[src/rtl/wb_pkg.sv]
// ---------------------------------------------------------------------------
// wb_pkg
// Shared types and helpers for the write buffer that sits between the
// write-through data cache and data memory.
//   WB_ADDR_WIDTH / WB_DATA_WIDTH : widths baked into the entry struct
//   WB_DEPTH                      : default number of buffer entries
//   wb_entry_t                    : one buffered store {valid, word_addr, data}
//   wbPtrInc                      : ring pointer increment modulo depth
// ---------------------------------------------------------------------------
package wb_pkg;

  localparam int WB_ADDR_WIDTH = 32;
  localparam int WB_DATA_WIDTH = 32;
  localparam int WB_DEPTH      = 4;

  // The byte offset is dropped on entry, so only the word address is kept.
  typedef struct packed {
    logic                     valid;
    logic [WB_ADDR_WIDTH-3:0] word_addr;
    logic [WB_DATA_WIDTH-1:0] data;
  } wb_entry_t;

  // Advance a ring pointer by one, wrapping at the buffer depth.
  function automatic int wbPtrInc(input int ptr, input int depth);
    return (ptr + 1) % depth;
  endfunction

endpackage

[src/rtl/wb_fwd_match.sv]
// ---------------------------------------------------------------------------
// wb_fwd_match
// Store-to-load forwarding lookup for the write buffer. Compares a load word
// address against every valid entry and returns the youngest match.
//   entries_i    : full entry array as currently stored
//   tail_i       : next write slot; tail_i-1 is the youngest entry
//   lkWordAddr_i : load word address (byte offset already removed)
//   hit_o        : some valid entry matches
//   data_o       : data of the youngest matching entry, 0 when no hit
// ---------------------------------------------------------------------------
module wb_fwd_match
  import wb_pkg::*;
#(
  parameter  int DEPTH = WB_DEPTH,
  localparam int PTR_W = $clog2(DEPTH)
) (
  input  wb_entry_t                entries_i [DEPTH],
  input  logic [PTR_W-1:0]         tail_i,
  input  logic [WB_ADDR_WIDTH-3:0] lkWordAddr_i,
  output logic                     hit_o,
  output logic [WB_DATA_WIDTH-1:0] data_o
);

  logic [PTR_W-1:0] slotIdx;

  // Walk the ring from the oldest possible slot towards tail-1. Each later
  // match overrides an earlier one, so the youngest matching entry is what
  // survives at the end of the loop. Invalid slots never match, which keeps
  // popped or never-written slots out of the result.
  always_comb begin
    hit_o   = 1'b0;
    data_o  = '0;
    slotIdx = '0;
    for (int age = DEPTH - 1; age >= 0; age--) begin
      slotIdx = tail_i - PTR_W'(age + 1);
      if (entries_i[slotIdx].valid &&
          (entries_i[slotIdx].word_addr == lkWordAddr_i)) begin
        hit_o  = 1'b1;
        data_o = entries_i[slotIdx].data;
      end
    end
  end

endmodule

[src/rtl/write_buffer.sv]
// ---------------------------------------------------------------------------
// write_buffer
// Word-granular store FIFO between the write-through cache and data memory,
// with combinational store-to-load forwarding.
//   clk, rst              : clock, synchronous active-high reset
//   wr_valid/wr_ready     : store handshake from the cache side
//   wr_addr, wr_data      : store byte address (offset ignored) and word
//   mem_valid/mem_ready   : drain handshake towards memory (head entry)
//   mem_addr, mem_data    : head entry word address (offset 0) and data
//   lk_addr               : load address checked for forwarding
//   lk_hit, lk_data       : youngest buffered match, data 0 when no hit
//   count, empty, full    : occupancy status
// The entry struct widths come from wb_pkg, so ADDR_WIDTH/DATA_WIDTH must
// stay equal to WB_ADDR_WIDTH/WB_DATA_WIDTH.
// ---------------------------------------------------------------------------
module write_buffer
  import wb_pkg::*;
#(
  parameter  int ADDR_WIDTH = WB_ADDR_WIDTH,
  parameter  int DATA_WIDTH = WB_DATA_WIDTH,
  parameter  int DEPTH      = WB_DEPTH,
  localparam int PTR_W      = $clog2(DEPTH),
  localparam int CNT_W      = $clog2(DEPTH) + 1
) (
  input  logic                  clk,
  input  logic                  rst,
  input  logic                  wr_valid,
  output logic                  wr_ready,
  input  logic [ADDR_WIDTH-1:0] wr_addr,
  input  logic [DATA_WIDTH-1:0] wr_data,
  output logic                  mem_valid,
  input  logic                  mem_ready,
  output logic [ADDR_WIDTH-1:0] mem_addr,
  output logic [DATA_WIDTH-1:0] mem_data,
  input  logic [ADDR_WIDTH-1:0] lk_addr,
  output logic                  lk_hit,
  output logic [DATA_WIDTH-1:0] lk_data,
  output logic [CNT_W-1:0]      count,
  output logic                  empty,
  output logic                  full
);

  wb_entry_t        entries_q [DEPTH];
  wb_entry_t        entries_d [DEPTH];
  logic [PTR_W-1:0] headPtr_q, headPtr_d;
  logic [PTR_W-1:0] tailPtr_q, tailPtr_d;
  logic [CNT_W-1:0] count_q,   count_d;

  logic push;
  logic pop;
  logic unusedAddrBits;

  // Status comes purely from the occupancy counter; the pointers wrap
  // silently and are equal both when empty and when full.
  assign full      = (count_q == CNT_W'(DEPTH));
  assign empty     = (count_q == '0);
  assign count     = count_q;
  assign wr_ready  = !full;
  assign mem_valid = !empty;

  assign push = wr_valid && wr_ready;
  assign pop  = mem_valid && mem_ready;

  // Memory sees the registered head slot directly, so the presented word
  // cannot change while memory stalls.
  assign mem_addr = {entries_q[headPtr_q].word_addr, 2'b00};
  assign mem_data = entries_q[headPtr_q].data;

  // Byte offsets carry no information for word-granular stores and loads.
  assign unusedAddrBits = ^{wr_addr[1:0], lk_addr[1:0]};

  // Next-state logic for the FIFO. A push lands at tail and a pop clears the
  // head valid bit. Both can target the same slot only when the buffer is
  // empty or full, and in those cases one of them is blocked, so the two
  // updates never collide.
  always_comb begin
    entries_d = entries_q;
    headPtr_d = headPtr_q;
    tailPtr_d = tailPtr_q;
    count_d   = count_q;

    if (push) begin
      entries_d[tailPtr_q].valid     = 1'b1;
      entries_d[tailPtr_q].word_addr = wr_addr[ADDR_WIDTH-1:2];
      entries_d[tailPtr_q].data      = wr_data;
      tailPtr_d = PTR_W'(wbPtrInc(32'(tailPtr_q), DEPTH));
    end

    if (pop) begin
      entries_d[headPtr_q].valid = 1'b0;
      headPtr_d = PTR_W'(wbPtrInc(32'(headPtr_q), DEPTH));
    end

    case ({push, pop})
      2'b10:   count_d = count_q + 1'b1;
      2'b01:   count_d = count_q - 1'b1;
      default: count_d = count_q;
    endcase
  end

  // State registers. Reset discards every pending store, including any
  // handshake that happens to be in flight in the reset cycle.
  always_ff @(posedge clk) begin
    if (rst) begin
      for (int i = 0; i < DEPTH; i++) begin
        entries_q[i] <= '0;
      end
      headPtr_q <= '0;
      tailPtr_q <= '0;
      count_q   <= '0;
    end else begin
      entries_q <= entries_d;
      headPtr_q <= headPtr_d;
      tailPtr_q <= tailPtr_d;
      count_q   <= count_d;
    end
  end

  // Forwarding looks only at stored entries, so a store being pushed this
  // cycle is not visible yet while a head being popped still is.
  wb_fwd_match #(
    .DEPTH (DEPTH)
  ) uFwdMatch (
    .entries_i    (entries_q),
    .tail_i       (tailPtr_q),
    .lkWordAddr_i (lk_addr[ADDR_WIDTH-1:2]),
    .hit_o        (lk_hit),
    .data_o       (lk_data)
  );

endmodule

[config.mk]
export PLATFORM = sky130hd
export DESIGN_NAME = write_buffer
export DESIGN_NICKNAME = d
export VERILOG_FILES = /design/src/rtl/wb_pkg.sv /design/src/rtl/wb_fwd_match.sv /design/src/rtl/write_buffer.sv
export SDC_FILE = /design/constraint.sdc
export NUM_CORES = 1
export LEC_CHECK = 0
export ABC_AREA = 1
export BUFFER_PORTS_ARGS = -buffer_cell sky130_fd_sc_hd__buf_2
export CORE_ASPECT_RATIO = 1.5
export CORE_MARGIN = 3
export CORE_UTILIZATION = 61
export CTS_CLUSTER_SIZE = 10
export DETAILED_ROUTE_END_ITERATION = 7
export PLACE_DENSITY = 0.8
export SLEW_MARGIN = 20
export SYNTH_ARGS = -nofsm -noshare
export SYNTH_HDL_FRONTEND = slang
export SYNTH_SLANG_ARGS = --single-unit
[constraint.sdc]
create_clock -name clk -period 5 [get_ports clk]
set_clock_uncertainty 0.05 [all_clocks]
set_input_delay 1 -clock clk [delete_from_list [all_inputs] [get_ports clk]]
set_output_delay 1 -clock clk [all_outputs]
set_load 0.005 [all_outputs]
==> reports/metrics.cfg <==
[timing]
finalHoldViolCount=0
finalCriticalPeriod_ns=4.844
fin_hold_ws_ns=0.4425
max_slew_margin=0.2538
tightest_slew_ns=1.119
finalMaxSlewViolations=0
tns_ns=0
rsz0062_at_grt=no
finalSetupViolations=0
fmax_mhz=206.4
final.period_utilization=0.9688

[setup_path]
crit_path_end_kind=output port
required_ns=3.95
worstSetupStartpointType=flip-flop
critical_path_class=flip-flop to output port
crit_fanout=42
crit_arrival_ns=3.79

[floorplanning]
start_util=0.6230
die-width_um=153.7
die_area_sq_um=34970
ios=204
rows=80
die_h_um=227.5
coreArea_sq_um=32030

[power_and_ir_drop]
pwr-share-clk=0.231
powerDensity_nw_per_um2=402.6
switching_share=0.4593
p_switching_mw=4.016
p_leak_nw=9.381
p_comb_frac=0.486
vdd_ir_drop_max_v=0.0003078
seqPwrFrac=0.283
intPower_mw=4.728

[outcome]
status=completed

[clock_network]
cts_setup_buffers=0
cts_tree=done
cts_buffers=30
numClockSinks=259
clockBufferDepth=3
h-tree-depth=1
path_clk_slew_ns=0.06
worstSkewPairLatency_ns=0.58
cts-root-buf=clkbuf_16

[detailed_routing]
ant_nets=0
vias_per_cell=6.191
routedWlPerCell_um=19.04
drtIter0Drc=2662
first_pass_iters=8
vias=24703
drc=0
wl_um=75990

[synthesis]
avgSynthCellArea_sq_um=5.617
netlist.top_cell.by_area=dfxtp_1
synthTopCellsByCount=nand2_1, nand3_1, o21ai_0
netlist_area_sq_um=19960
synth-seq-cells=259
synthArstFlopShare=0
ys_warn_count=0
ys.flop_type=dfxtp_1
synth_top_area_share=0.2598
synth_edf_count=0
synthCells=3553
synthDistinctLibCells=30
seq_area_frac_synth=0.2598
yosysMostFrequentCell=nand2_1
yosys-top-cells-area=dfxtp_1, nand2_1, nand3_1, o21ai_0, a21oi_1

[cells_and_area]
final_nets=3677
area_growth_pct=8.827
postLayoutCoreUtil=0.6780
drive_above_1_share=0.08674

[placement]
io_buffers=197
place.gp.congestion=1.012
place_hpwl_um=49700

[global_route]
grt_usage=0.4115
antenna_found_initial=7
grt_pass1_vias=23152
grt.overflow.total=0
grt_pass1_wl_um=117800
grt_max_degree=275

[min_path]
hp-class=flip-flop to flip-flop

[flow_run]
cap_violations=0

## cell type report
cell class / instances / area, sq um
antenna: 6 / 15.01
clock buffer: 39 / 835.8
multi-input combinational: 2791 / 12710
sequential: 259 / 5196
inverter: 234 / 895.9
timing repair buffer: 251 / 1553
fill: 3005 / 10310
tap: 410 / 513.0
## layout by cell type (no fill, tap or decap), drive strengths merged
master / n
dfxtp: 259
clkinv: 1
ha: 9
o211ai: 3
diode: 6
inv: 233
nor2: 256
o21a: 1
nor3: 5
conb: 2
o21ai: 384
fa: 1
nand3: 472
o22ai: 29
a211oi: 102
nand2: 1177
a221oi: 3
nand3b: 1
a21oi: 321
clkbuf: 40
buf: 250
nand4: 13
xor2: 12
## routing by layer
layer	wire length, um	global-route usage	part of all wire	vias to the layer above
li1	-	-	-	11757
met1	26820	0.4560	0.35	11178
met2	36580	0.7204	0.48	1423
met3	6754	0.05687	0.089	341
met4	5797	0.3005	0.076	4
met5	29	0	0.00038	-
## final timing paths
path                                                start          end  slack [ns]  depth (start not counted)
worst min register to register                  flip-flop    flip-flop        0.44                          2
worst max register to register      count[1]$_SDFFE_PP0P_    flip-flop        2.01                         10
worst min-delay path                            flip-flop    flip-flop        0.44                          2
worst max-delay path            tailPtr_q[0]$_SDFFE_PP0P_  lk_data[27]        0.16                         15
## power by group through the flow
stage          Combinational, mW  Sequential (mW)  Clock, mW
3_5_place_dp                4.11             2.50          0
3_3_place_gp                4.00             2.49          0
2_1_floorplan               2.83             2.42          0
6_report                    4.25             2.47       2.02
5_1_grt                     4.68             2.50       2.10
4_1_cts                     4.14             2.46       2.02
## stage by stage
step	power, mW	setup WS, ns	std cells	area [sq um]
finish	8.744	0.1559	3990	21720
global route	9.273	0.01801	3987	21710
CTS	8.617	0.006927	3984	21640
detailed placement	6.614	0.6184	3945	20800
global placement	6.493	0.6660	3945	20800
floorplan	5.253	0.7167	3554	19960
## worst max-delay path: stages, from the launching register on
cell and delay (ns):
dfxtp_4 0.42, inv_4 0.05, ha_2 0.39, buf_6 0.35
nand3_1 0.15, nand3_1 0.11, nand2_1 0.07, nor2_1 0.30
nand2_1 0.10, nor2_1 0.14, nand2_1 0.11, nor2_4 0.19
buf_6 0.29, a21oi_1 0.07, a21oi_1 0.25, buf_2 0.21
## cells by family (layout without fill, tap and decap cells)
logic type / count (synthesis) / in the layout / synth area share
adder cells (fa/ha/maj): 10 / 10 / 0.006646
AND/OR/NAND/NOR: 1924 / 1924 / 0.3960
other: 1 / 8 / 0.0001879
buffers and inverters: 504 / 524 / 0.1050
AO/OA/AOI/OAI: 843 / 843 / 0.2271
flip-flops: 259 / 259 / 0.2598
XOR/XNOR: 12 / 12 / 0.005266
## timing repair
action	4_1_cts	5_1_grt
resized for setup	0	12
setup endpoints to repair	0	33
hold buffers	0	0
No activity file was read; power rests on OpenSTA's default activity.
